## src/rtl/fpa_controller.sv

```systemverilog
// Sequencing FSM for the floating-point adder datapath.
// Ports: clk/clr, start, mant/add_except/norm_except status in;
// load_en/add_en/norm_en/norm_load/shift_right/mant_sel/done_en,
// busy/done/zero_result/except_code out (all registered).
module fpa_controller #(
  parameter int MAX_NORM = 4,
  parameter int CNT_W    = 3
) (
  input  logic       clk,
  input  logic       clr,
  input  logic       start,
  input  logic [4:0] mant,
  input  logic       add_except,
  input  logic       norm_except,
  output logic       load_en,
  output logic       add_en,
  output logic       norm_en,
  output logic       norm_load,
  output logic       shift_right,
  output logic       mant_sel,
  output logic       done_en,
  output logic       busy,
  output logic       done,
  output logic       zero_result,
  output logic [1:0] except_code
);

  typedef enum logic [2:0] {
    IDLE   = 3'd0,
    LOAD   = 3'd1,
    ADD    = 3'd2,
    NLOAD  = 3'd3,
    NEVAL  = 3'd4,
    NSHIFT = 3'd5,
    DONE   = 3'd6
  } state_t;

  state_t             state;
  state_t             nxt;
  logic               dir;
  logic               nxt_dir;
  logic [CNT_W-1:0]   count;
  logic               at_limit;

  assign at_limit = (count == CNT_W'(MAX_NORM));

  always_comb begin
    nxt     = state;
    nxt_dir = dir;
    unique case (state)
      IDLE:   nxt = start ? LOAD : IDLE;
      LOAD:   nxt = ADD;
      ADD:    nxt = NLOAD;
      NLOAD:  nxt = add_except ? DONE : NEVAL;
      NEVAL: begin
        if (norm_except)           nxt = DONE;
        else if (mant == 5'd0)     nxt = DONE;
        else if (mant[4:3] == 2'b01) nxt = DONE;
        else if (at_limit)         nxt = DONE;
        else begin
          nxt     = NSHIFT;
          nxt_dir = mant[4];
        end
      end
      NSHIFT: nxt = NEVAL;
      DONE:   nxt = IDLE;
      default: nxt = IDLE;
    endcase
  end

  // Outputs are decoded from the next state so that they are
  // registered yet line up with the state they belong to.
  always_ff @(posedge clk or posedge clr) begin
    if (clr) begin
      state       <= IDLE;
      dir         <= 1'b0;
      count       <= '0;
      load_en     <= 1'b0;
      add_en      <= 1'b0;
      norm_en     <= 1'b0;
      norm_load   <= 1'b0;
      shift_right <= 1'b0;
      mant_sel    <= 1'b0;
      done_en     <= 1'b0;
      busy        <= 1'b0;
      done        <= 1'b0;
      zero_result <= 1'b0;
      except_code <= 2'b00;
    end else begin
      state       <= nxt;
      dir         <= nxt_dir;
      load_en     <= (nxt == LOAD);
      add_en      <= (nxt == ADD);
      norm_en     <= (nxt == NLOAD) || (nxt == NSHIFT);
      norm_load   <= (nxt == NLOAD);
      shift_right <= (nxt == NSHIFT) && nxt_dir;
      mant_sel    <= (nxt == NEVAL) || (nxt == NSHIFT);
      done_en     <= (nxt == DONE);
      done        <= (nxt == DONE);
      busy        <= (nxt != IDLE);
      unique case (state)
        IDLE: begin
          if (start) begin
            except_code <= 2'b00;
            zero_result <= 1'b0;
            count       <= '0;
          end
        end
        NLOAD: begin
          if (add_except) except_code <= 2'b01;
        end
        NEVAL: begin
          if (norm_except)             except_code <= 2'b10;
          else if (mant == 5'd0)       zero_result <= 1'b1;
          else if (mant[4:3] == 2'b01) except_code <= except_code;
          else if (at_limit)           except_code <= 2'b11;
        end
        NSHIFT: count <= count + 1'b1;
        default: ;
      endcase
    end
  end

endmodule
```

## config.mk

```make
export PLATFORM = sky130hd
export DESIGN_NAME = fpa_controller
export DESIGN_NICKNAME = d
export VERILOG_FILES = /design/src/rtl/fpa_controller.sv
export SDC_FILE = /design/constraint.sdc
export NUM_CORES = 1
export LEC_CHECK = 0
export BUFFER_PORTS_ARGS = -buffer_cell sky130_fd_sc_hd__buf_2
export CORE_MARGIN = 4
export CORE_UTILIZATION = 35
export CTS_BUF_LIST = sky130_fd_sc_hd__clkbuf_8
export CTS_CLUSTER_DIAMETER = 50
export DETAILED_ROUTE_END_ITERATION = 10
export GPL_TIMING_DRIVEN = 0
export PLACE_DENSITY_LB_ADDON = 0.08
export RECOVER_POWER = 25
export SYNTH_ARGS = -nofsm -noshare
export SYNTH_HDL_FRONTEND = slang
export SYNTH_SLANG_ARGS = --single-unit
```

## constraint.sdc

```tcl
create_clock -name clk -period 2.34 [get_ports clk]
set_input_delay 0.234 -clock clk [delete_from_list [all_inputs] [get_ports clk]]
set_output_delay 0.234 -clock clk [all_outputs]
set_load 0.02 [all_outputs]
```

* Yosys cells after proc, flatten, opt, wreduce, memory -nomap -nowiden
Index checks and enable logic that the tools add are counted.
W data, S select, Z words.
** Storage, ports and cells
- Register bits :: 18
- Bits in latches :: 0
- Bits in writable memories :: 0
- Memory bits (read-only) :: 0
- Bits of input ports :: 10
- Output and inout bits :: 12
- Word-level logic and storage cells :: 71
- Memories kept :: 0
** Operators by class
- $add $sub $neg :: 1
- Multiply operators :: 0
- Divide/modulo/power cells :: 0
- $lt $le $gt $ge :: 0
- Equality and inequality tests :: 20
- Shift operators :: 0
- Muxes and demuxes :: 25
- Bitwise logic cells :: 0
- Reductions and logical operators :: 12
** Operators by type and width (number)
- $mux W2 :: 11
- $eq A3 B3 Y1 const B :: 6
- $pmux W3 S6 :: 1
- $eq A3 B2 Y1 const B :: 4
- $mux W1 :: 9
- $ne A3 B3 Y1 const B :: 3
- $ne A2 B2 Y1 const B :: 4
- $eq A3 B1 Y1 const B :: 2
- $pmux W2 S3 :: 1
- $pmux W3 S2 :: 1
- $reduce_and A6 Y1 :: 1
- $reduce_bool A3 Y1 :: 2
- $logic_not A5 Y1 :: 1
- $reduce_and A4 Y1 :: 1
- $reduce_bool A2 Y1 :: 2
- $add A3 B1 Y3 const B :: 1
- $logic_not A3 Y1 :: 1
- $mux W3 :: 1
- $eq A2 B1 Y1 const B :: 1
- $logic_or A1 B1 Y1 :: 2
- $pmux W1 S2 :: 1
- $reduce_and A2 Y1 :: 1
- $logic_and A1 B1 Y1 :: 1

* Logic depth before layout (Yosys ltp)
Gate-level depths: netlist (run 1).
- Depth after elaboration :: 8
- Depth in mapped cells :: 5
- Mapped depth without buffers :: 5

* Worst setup path before layout (run 1)
No wires, ideal clock.
- Kind :: flip-flop to flip-flop
- Start point :: reg state[0]
- End point :: reg except_code[1]
- Setup time :: 136 ps
- Arrival time :: 1187 ps
- Required time :: 2204 ps
- Path slack :: 1017 ps
- Stages on the path, launching flop included :: 5
- Path buffers :: 1
- Clock period less this slack :: 1323 ps
- Path through :: dfrtp_1 > clkbuf_1 > or3b_2 > a21oi_1 > a2111oi_0
** Between the ends
- Word-level cells in the longest chain between the ends :: 3
- Elaborated cells on any way between the ends :: 11
- Classes of those cells :: eq/ne (7); mux (1); reduce/logical (3)
** RTL lines
- from (decl) :: RTL line 38 : state_t state;
- from (signal assigned) :: RTL line 90 : state <= nxt;
- $eq A3 B3 Y1, or another cell as far along :: RTL line 101 : unique case (state)
- $ne A3 B3 Y1 (no source line), or another cell as far along
- $reduce_and A6 Y1 (no source line)
- to (signal assigned) :: RTL line 115 : else if (mant[4:3] == 2'b01) except_code <= except_code;
- to (decl) :: RTL line 25 : output logic [1:0] except_code
Parallel ways exist; a longest one is shown, timed or not.
A chain may end at the register's enable or synchronous reset.

* Final worst setup path (run 1)
- Start point :: reg count[0]
- End point :: reg except_code[1]
** Between the ends
- Word-level cells in the longest chain between the ends :: 3
** RTL lines
- from (decl) :: RTL line 42 : logic [CNT_W-1:0] count;
- from (signal assigned) :: RTL line 118 : NSHIFT: count <= count + 1'b1;
- $eq A3 B3 Y1 :: RTL line 45 : assign at_limit = (count == CNT_W'(MAX_NORM));
- $ne A3 B3 Y1 (no source line)
- $reduce_and A6 Y1 (no source line)
No other way between the ends.

==> results of run 1 <==
==> worst max-delay path by stage <==
| stage | from | to | cells after the start |
|---|---|---|---|
| final | count[0] | except_code[1] | 5 |
| after global routing | count[0] | except_code[1] | 5 |
| after CTS | count[0] | except_code[1] | 5 |
| after detailed placement | count[0] | except_code[1] | 5 |
| after global placement | count[0] | except_code[1] | 5 |
| after floorplan | state[0] | except_code[1] | 4 |
==> cells by family (layout without fill, tap and decap cells) <==
family / Yosys count / in the layout
compound gates: 26 / 26
flops: 17 / 17
fa+ha+maj: 2 / 2
simple gates: 36 / 36
buf+inv: 14 / 39
==> through the flow <==
step / util / cells / area, um2 / worst slack [ps]
after floorplan: - / 95 / 896 / 1020
after global placement: 0.423 / 146 / 1040 / 812
after detailed placement: 0.423 / 146 / 1040 / 777
after CTS: 0.442 / 150 / 1080 / 736
after global routing: 0.442 / 150 / 1080 / 553
final: 0.442 / 150 / 1080 / 784
==> final cells by class <==
cell class                      instances  area share
Clock buffer                            3      0.0381
Inverter                                7      0.0242
Tap cell                               30      0.0346
Sequential cell                        17       0.392
Multi-Input combinational cell         64       0.376
Buffer                                  7      0.0334
Timing Repair Buffer                   21      0.0969
Clock inverter                          1     0.00461
==> worst register-to-register path: cells and delay by family, from the launching register on <==
kind            cells  cell delay [ps]
compound gates      2              550
fa+ha+maj           1              160
buf+inv             1               80
flops               1              420
simple gates        1              200
==> routing by layer <==
layer / GRT usage / vias to the layer above
met5: 0 / -
met4: 0.0485 / 0
met3: 0.0504 / 4
met2: 0.226 / 18
met1: 0.163 / 398
li1: - / 391
==> power breakdown <==
part           internal (mW)  switching (mW)  total, mW
Clock                  0.118           0.101      0.220
Combinational          0.234           0.374      0.609
Sequential             0.391          0.0549      0.446
==> cells in the final DEF, fill, tap and decap left out, types with 2 or more instances in the layout <==
cell,instances
inv_1,7
buf_2,23
nor2b_1,2
or3b_2,2
a311oi_1,4
o21ai_0,2
nand3b_1,2
buf_4,2
nor3_1,5
nor2_1,9
nand2_1,3
a21oi_1,8
clkbuf_8,3
nand2b_1,3
dfrtp_1,17
ha_1,2
o211ai_1,2
clkbuf_1,3
nand3_1,3
==> run metrics, run 1 <==
max incr delay on CP 440 ps; multi-input logic area 408 um2; Compound-Gate Fraction of Synth Area 0.198; clk sinks 17; Post-CTS Setup Repair Bufs 0; Post-Synthesis Net Count 107; top-count cell post-synth dfrtp_1; # DRC 0; predominant post-synthesis flop cell dfrtp_1; XOR/XNOR share of the synthesized area 0; Total Wirelength 2090 um; routed len/inst 13.9 um; ANT nets after route 0; Ports 22; WHS 49.4 ps; n_diodes 0; Post-synth ARST share 1.00; total length of routed met2 wires 1090 um; Worst Tran Pin Value 632 ps; area grow syn2layout 21.1%; number of global-route vias before repair 796; area leader, netlist dfrtp_1; Setup crit end kind flop; Achievable Freq 0.643 GHz; core box area 0.00245 mm2; Synth Area in Simple Gates 0.229; top layer reached by signal wires met4; worst reg2reg startpoint count[0]; final setup vio count 0; global route overflow 0; die width 58.6 um; RSZ-0062 raised after global routing no; registers with the highest flip-flop counts count: 3 flops, state: 3 flops, except_code: 2 flops; slowest CP cell a2111oi_0; fin crit share 0.665; CP Class reg2reg; initial antenna violation count 0; Mapped Cells 95; WP buf/inv 1; Reg2Reg Depth 5; Yosys reg bits 17; kind of cell adding the most delay to the critical path compound AO/OA/AOI/OAI gates; num rows 18; pins over their slew limit 0; H-tree levels 1; Fill cells 250; Startpoint Class flop; worst hold path type in2async; critical path data arrival time 1670 ps; Cell Chain, Critical Path inv_1 > ha_1 > and2_1 > a311oi_1 > a2111oi_0; DRT met1 WL 853 um; Clock Skew 4.28 ps; IO Port Bufs 21; crit path max fanout 5; pin count of the biggest net entering global routing 18; detailed placement HPWL 1580 um; synth unique cells 35; final net count 133; # hold bufs at CTS 0; top post-synthesis cells by area dfrtp_1, a21oi_1, a311oi_1, nor2_1, inv_1; total track usage 0.137; Final Total Pwr 1.27 mW; sequential area share after synthesis 0.475; worst r2r dst except_code[1]; drt pass-1 iters 4; FF-to-FF setup slack 780 ps; Die Y 58.6 um; CTS resizes 0; total CTS buffers 3; Routed met3 length 110 um; P per Cell Area 1170 mW/mm2; Slew headroom 0.579; Yosys top cell area share 0.475; GPL Wtd Cong 0.809; worst skew pair latency 250 ps; maximum vdd drop 567 uV; adder-cell share of the synthesized area 0.0279; DR vias 811; full die area 0.00343 mm2; first-pass GRT wire length 3530 um; DR vias/cell 5.41; share of cells above drive strength 1 0.275; Register Area 425 um2; largest family of logic cells by synthesized area simple AND/OR/NAND/NOR gates; 1st-iter DRT viols 20; Max Cap Violations 0; CTS tree built; clock period minus worst slack 1560 ps; EDFF count, synth 0; status finished, final reports clean; most instantiated cells after synthesis dfrtp_1, nor2_1, a21oi_1, inv_1, nor3_1; CTS Buffer Depth 2; Post-Syn Area 896 um2; Mean Syn Cell Area 9.43 um2; clock root cell clkbuf_8; Initial Util 0.365; Critical Path RT 2450 ps; post-synthesis mux area share 0; clock-pin slew on the worst setup and hold paths 70 ps; TNS Setup 0 ps; Pleak 0.514 nW; endpoints failing hold 0; synth warn 0
No activity file was read; power rests on OpenSTA's default activity.
==> inputs of run 2 (changes only) <==
--- a/config.mk
+++ b/config.mk
@@ -5,6 +5,7 @@
 export SDC_FILE = /design/constraint.sdc
 export NUM_CORES = 1
 export LEC_CHECK = 0
+export ABC_AREA = 1
 export BUFFER_PORTS_ARGS = -buffer_cell sky130_fd_sc_hd__buf_2
 export CORE_MARGIN = 4
 export CORE_UTILIZATION = 35
==> constraint.sdc (replaced) <==
create_clock -name clk -period 1.6 [get_ports clk]
set_input_delay 0.16 -clock clk [delete_from_list [all_inputs] [get_ports clk]]
set_output_delay 0.16 -clock clk [all_outputs]
set_load 0.02 [all_outputs]
==> run 2 against run 1 <==
Net effect: the flow now finishes with violations (hold timing); sequential power is 50% higher; register-to-register slack worse by 580 ps; power is 42% higher; core utilization is 1.6 points higher; critical path type unchanged; largest power group unchanged.
==> run metrics, run 2 <==
first-pass GRT wire length 2600 um; top-count cell post-synth nand2_1; worst hold path type in2async; clk sinks 17; core box area 0.00221 mm2; Setup crit end kind flop; failing checks hold timing; predominant post-synthesis flop cell dfrtp_1; Mean Syn Cell Area 8.46 um2; total CTS buffers 3; worst skew pair latency 250 ps; commonest non-fill, non-tap cell in the layout buf_2; DR vias/cell 4.38; ANT nets after route 0; Clock Skew 1.01 ps; clock root cell clkbuf_8; Yosys top cell area share 0.518; non-filler instance count after layout 151; final instance area 0.00101 mm2; synth unique cells 20; clock period minus worst slack 1400 ps; Startpoint Class flop; number of global-route vias before repair 646; Max Cap Violations 0; DR vias 662; Post-Synthesis Net Count 109; drt pass-1 iters 3; pin count of the biggest net entering global routing 18; status complete, but fails checks; share of cells above drive strength 1 0.317; CTS tree built; endpoints failing hold 17; maximum vdd drop 784 uV; Mapped Cells 97; global route overflow 0; WHS -14.4 ps; synth warn 0; Critical Path Start count[1]; Post-synth ARST share 1.00; final net count 136; Placed Area 961 um2; initial antenna violation count 0; n_diodes 0; H-tree levels 1; FF-to-FF setup slack 200 ps; # hold bufs at CTS 0; EDFF count, synth 0; die width 56.4 um; Slew headroom 0.570; worst reg2reg startpoint count[1]; Achievable Freq 0.715 GHz; Worst Tran Pin Value 644 ps; CP Class reg2reg; Die Y 56.4 um; CTS Buffer Depth 2; registers with the highest flip-flop counts count: 3 flops, state: 3 flops, except_code: 2 flops; P per Cell Area 1790 mW/mm2; final setup vio count 0; 1st-iter DRT viols 15; critical path data arrival time 1540 ps; GPL Wtd Cong 0.723; Ports 22; Total Wirelength 1550 um; Critical Path RT 1740 ps; detailed placement HPWL 1190 um; most instantiated cells after synthesis nand2_1, dfrtp_1, inv_1, nor2_1, nand3_1; Inst Count DP 146; pins over their slew limit 0; Post-Syn Area 821 um2; full die area 0.00318 mm2; area leader, netlist dfrtp_1; Reg2Reg Depth 10; top post-synthesis cells by area dfrtp_1, nand2_1, inv_1, nand3_1, nor2_1; sequential area share after synthesis 0.518; num rows 17; Yosys reg bits 17; Initial Util 0.371; area grow syn2layout 23.5%; fin crit share 0.874; clock-pin slew on the worst setup and hold paths 70 ps; RSZ-0062 raised after global routing no; total track usage 0.104; most frequent cells in the layout buf_2, nand2_1, dfrtp_1; crit path max fanout 4; worst r2r dst busy; # DRC 0; IO Port Bufs 21; TNS Setup 0 ps; Pleak 0.578 nW; routed len/inst 10.3 um
## run 2: changes by cell type after synthesis, sizes merged, moves of 3 or more
cell / before / now
inv: 7 / 19
nand3: 3 / 10
nand2b: 3 / 0
buf: 4 / 1
nor2: 9 / 15
a21oi: 8 / 2
a311oi: 4 / 0
clkbuf: 3 / 0
nand2: 3 / 22
## run 2: worst max-delay path by stage
stage,end,slack [ps],cells past startpoint
floorplan,busy,350,10
global placement,busy,190,10
detailed placement,busy,180,10
CTS,busy,140,10
global route,busy,60,10
finish,busy,200,10
## run 2: cell families (layout without fill, tap and decap cells)
family          count (synthesis)  count (layout)  synth area share
fa+ha+maj                       2               2            0.0305
flops                          17              17             0.518
compound gates                  6               6            0.0412
xor+xnor                        1               1            0.0107
buf+inv                        20              46            0.0960
simple gates                   51              51             0.303
## run 2: metal layers
layer / up-vias / global-route usage / wire length, um
met3: 2 / 0.0368 / 104
met1: 295 / 0.121 / 710
met5: - / 0 / 0
met2: 15 / 0.177 / 719
met4: 0 / 0.0305 / 16
li1: 350 / - / -
## run 2: per-stage QoR
stage                     setup slack [ps]  power (mW)  utilization
after detailed placement               181        1.50        0.434
after floorplan                        345        1.29            -
after global routing                  55.0        1.96        0.458
final                                  202        1.81        0.458
after global placement                 192        1.49        0.434
after CTS                              135        1.83        0.455
## run 2: report_power, final
group	internal, mW	total [mW]	switching [mW]
Sequential	0.574	0.671	0.0974
Clock	0.170	0.315	0.145
Combinational	0.288	0.825	0.537
Total	1.03	1.81	0.779
## run 2: area by class of cell
| type | instances | area, um2 |
|---|---|---|
| fillers | 227 | 1200 |
| well taps | 28 | 35.0 |
| clock buffers | 3 | 41.3 |
| multi-input cells | 60 | 317 |
| repair buffers | 22 | 113 |
| plain buffers | 1 | 7.51 |
| inverters | 19 | 71.3 |
| clock inverters | 1 | 3.75 |
| flip-flops and latches | 17 | 425 |
## run 2: worst max-delay path, cell delays in order (launching register included)
cell	delay (ps)
dfrtp_1	370
inv_1	60
ha_1	180
nand2_1	110
nand2_1	60
nor2_1	120
nand2_1	70
nand2_1	60
nand2_1	110
nor2_1	100
nand2_1	50
## run 2: timing repair
item | in CTS | in global routing
resized for setup | 0 | 0
setup endpoints to repair | 0 | 1
buffers inserted | 0 | 1
hold endpoints to repair | 0 | 0
==> inputs of run 3 (changes only) <==
--- a/config.mk
+++ b/config.mk
@@ -5,7 +5,6 @@
 export SDC_FILE = /design/constraint.sdc
 export NUM_CORES = 1
 export LEC_CHECK = 0
-export ABC_AREA = 1
 export BUFFER_PORTS_ARGS = -buffer_cell sky130_fd_sc_hd__buf_2
 export CORE_MARGIN = 4
 export CORE_UTILIZATION = 35
@@ -15,6 +14,7 @@
 export GPL_TIMING_DRIVEN = 0
 export PLACE_DENSITY_LB_ADDON = 0.08
 export RECOVER_POWER = 25
+export SETUP_SLACK_MARGIN = 0.1
 export SYNTH_ARGS = -nofsm -noshare
 export SYNTH_HDL_FRONTEND = slang
 export SYNTH_SLANG_ARGS = --single-unit
==> run 3 against run 2 <==
Net effect: the run still ends with hold timing left; core utilization shrank 1.3 points; highest routed layer unchanged; critical path type unchanged; largest power group unchanged; combinational power increased by 11%; power rose by 4.3%.
==> run metrics, run 3 (same netlist as run 1, synthesis figures left out) <==
pin count of the biggest net entering global routing 18; ANT nets after route 0; die width 58.6 um; DR vias/cell 5.51; RSZ-0062 raised after global routing no; Switching Share 0.419; num rows 18; drt pass-1 iters 6; Slew headroom 0.579; first-pass GRT wire length 3560 um; full die area 0.00343 mm2; share of cells above drive strength 1 0.300; maximum vdd drop 854 uV; worst skew pair latency 250 ps; Setup crit end kind flop; WP buf/inv 1; TNS Setup 0 ps; Ports 22; initial antenna violation count 0; status complete, but fails checks; clock period minus worst slack 1450 ps; Final Total Pwr 1.89 mW; H-tree levels 1; power share of the combinational group 0.483; global route overflow 0; Final Util 0.445; Setup WS post-layout 147 ps; Initial Util 0.365; area grow syn2layout 22.1%; WHS -25.6 ps; Achievable Freq 0.688 GHz; GPL Wtd Cong 0.809; CTS Buffer Depth 2; failing checks hold timing; critical path data arrival time 1590 ps; pins over their slew limit 0; registers with the highest flip-flop counts count: 3 flops, state: 3 flops, except_code: 2 flops; number of global-route vias before repair 808; detailed placement HPWL 1580 um; DR vias 826; final net count 133; IO Port Bufs 21; Max Cap Violations 0; most frequent cells in the layout buf_2, dfrtp_1, nor2_1; CP Class reg2reg; kind of cell adding the most delay to the critical path simple AND/OR/NAND/NOR gates; sequential power share 0.346; core box area 0.00245 mm2; P per Cell Area 1730 mW/mm2; total CTS buffers 3; slowest CP cell or3b_2; Total Wirelength 2100 um; # DRC 0; internal power 1.10 mW; clock root cell clkbuf_8; commonest non-fill, non-tap cell in the layout buf_2; 1st-iter DRT viols 24; Pleak 0.521 nW; Net Sw Power 0.791 mW; Cell Chain, Critical Path clkbuf_2 > or3b_2 > a21oi_1 > a2111oi_2; total track usage 0.138; Startpoint Class flop; crit path max fanout 10; Clock Skew 4.16 ps; worst hold path type in2async; n_diodes 0; Clk network pwr share 0.171; Post-Place Worst Slack 37.0 ps; final setup vio count 0; endpoints failing hold 17; Critical Path RT 1730 ps; CTS tree built; fin crit share 0.908; clock-pin slew on the worst setup and hold paths 70 ps; Worst Tran Pin Value 631 ps; Die Y 58.6 um; clk sinks 17; max incr delay on CP 500 ps; routed len/inst 14.0 um
-- run 3: metrics by stage --
| stage | std cells | area, um2 | hold slack [ps] |
|---|---|---|---|
| finish | 150 | 1090 | -25.6 |
| global route | 150 | 1090 | 48.8 |
| CTS | 150 | 1090 | 5.60 |
| detailed placement | 146 | 1040 | 284 |
| global placement | 146 | 1040 | 276 |
| floorplan | 95 | 896 | 86.1 |
-- run 3: layer usage --
metal	up-vias	global-route usage	share of wire
met3	6	0.0504	0.056
met2	29	0.230	0.52
li1	389	-	-
met5	-	0	0
met1	402	0.163	0.40
met4	0	0.0485	0.017
-- run 3: timing repair --
action                                  CTS  global route
resized for setup                         1             5
hold buffers                              0             0
buffers inserted                          0             0
gates cloned                              0             0
endpoints found under the setup margin    1             2
pin swaps                                 1             0
-- run 3: cell type report --
| cell class | count | area (um2) |
|---|---|---|
| Clock inverter | 1 | 5.00 |
| Buffer | 7 | 38.8 |
| Fill cell | 253 | 1360 |
| Tap cell | 30 | 37.5 |
| Timing Repair Buffer | 21 | 105 |
| Inverter | 7 | 26.3 |
| Clock buffer | 3 | 41.3 |
| Sequential cell | 17 | 425 |
| Multi-Input combinational cell | 64 | 414 |
-- run 3: power groups by stage --
stage | combinational (mW) | sequential (mW) | clock [mW]
5_1_grt | 1.01 | 0.675 | 0.357
4_1_cts | 0.906 | 0.656 | 0.333
6_report | 0.913 | 0.654 | 0.322
3_3_place_gp | 0.885 | 0.658 | 0
2_1_floorplan | 0.540 | 0.761 | 0
3_5_place_dp | 0.889 | 0.664 | 0
-- run 3: worst paths after layout --
| check | from | to | slack [ps] | depth (start not counted) |
|---|---|---|---|---|
| setup / recovery | state[0] | except_code[1] | 150 | 4 |
| hold / removal | clr | mant_sel | -30 | 2 |
| setup reg to reg | state[0] | except_code[1] | 150 | 4 |
| hold reg to reg | except_code[0] | except_code[0] | 570 | 2 |
| max in group asynchronous | clr | done | 1220 | 2 |
| min in group clk | start | load_en | 210 | 3 |
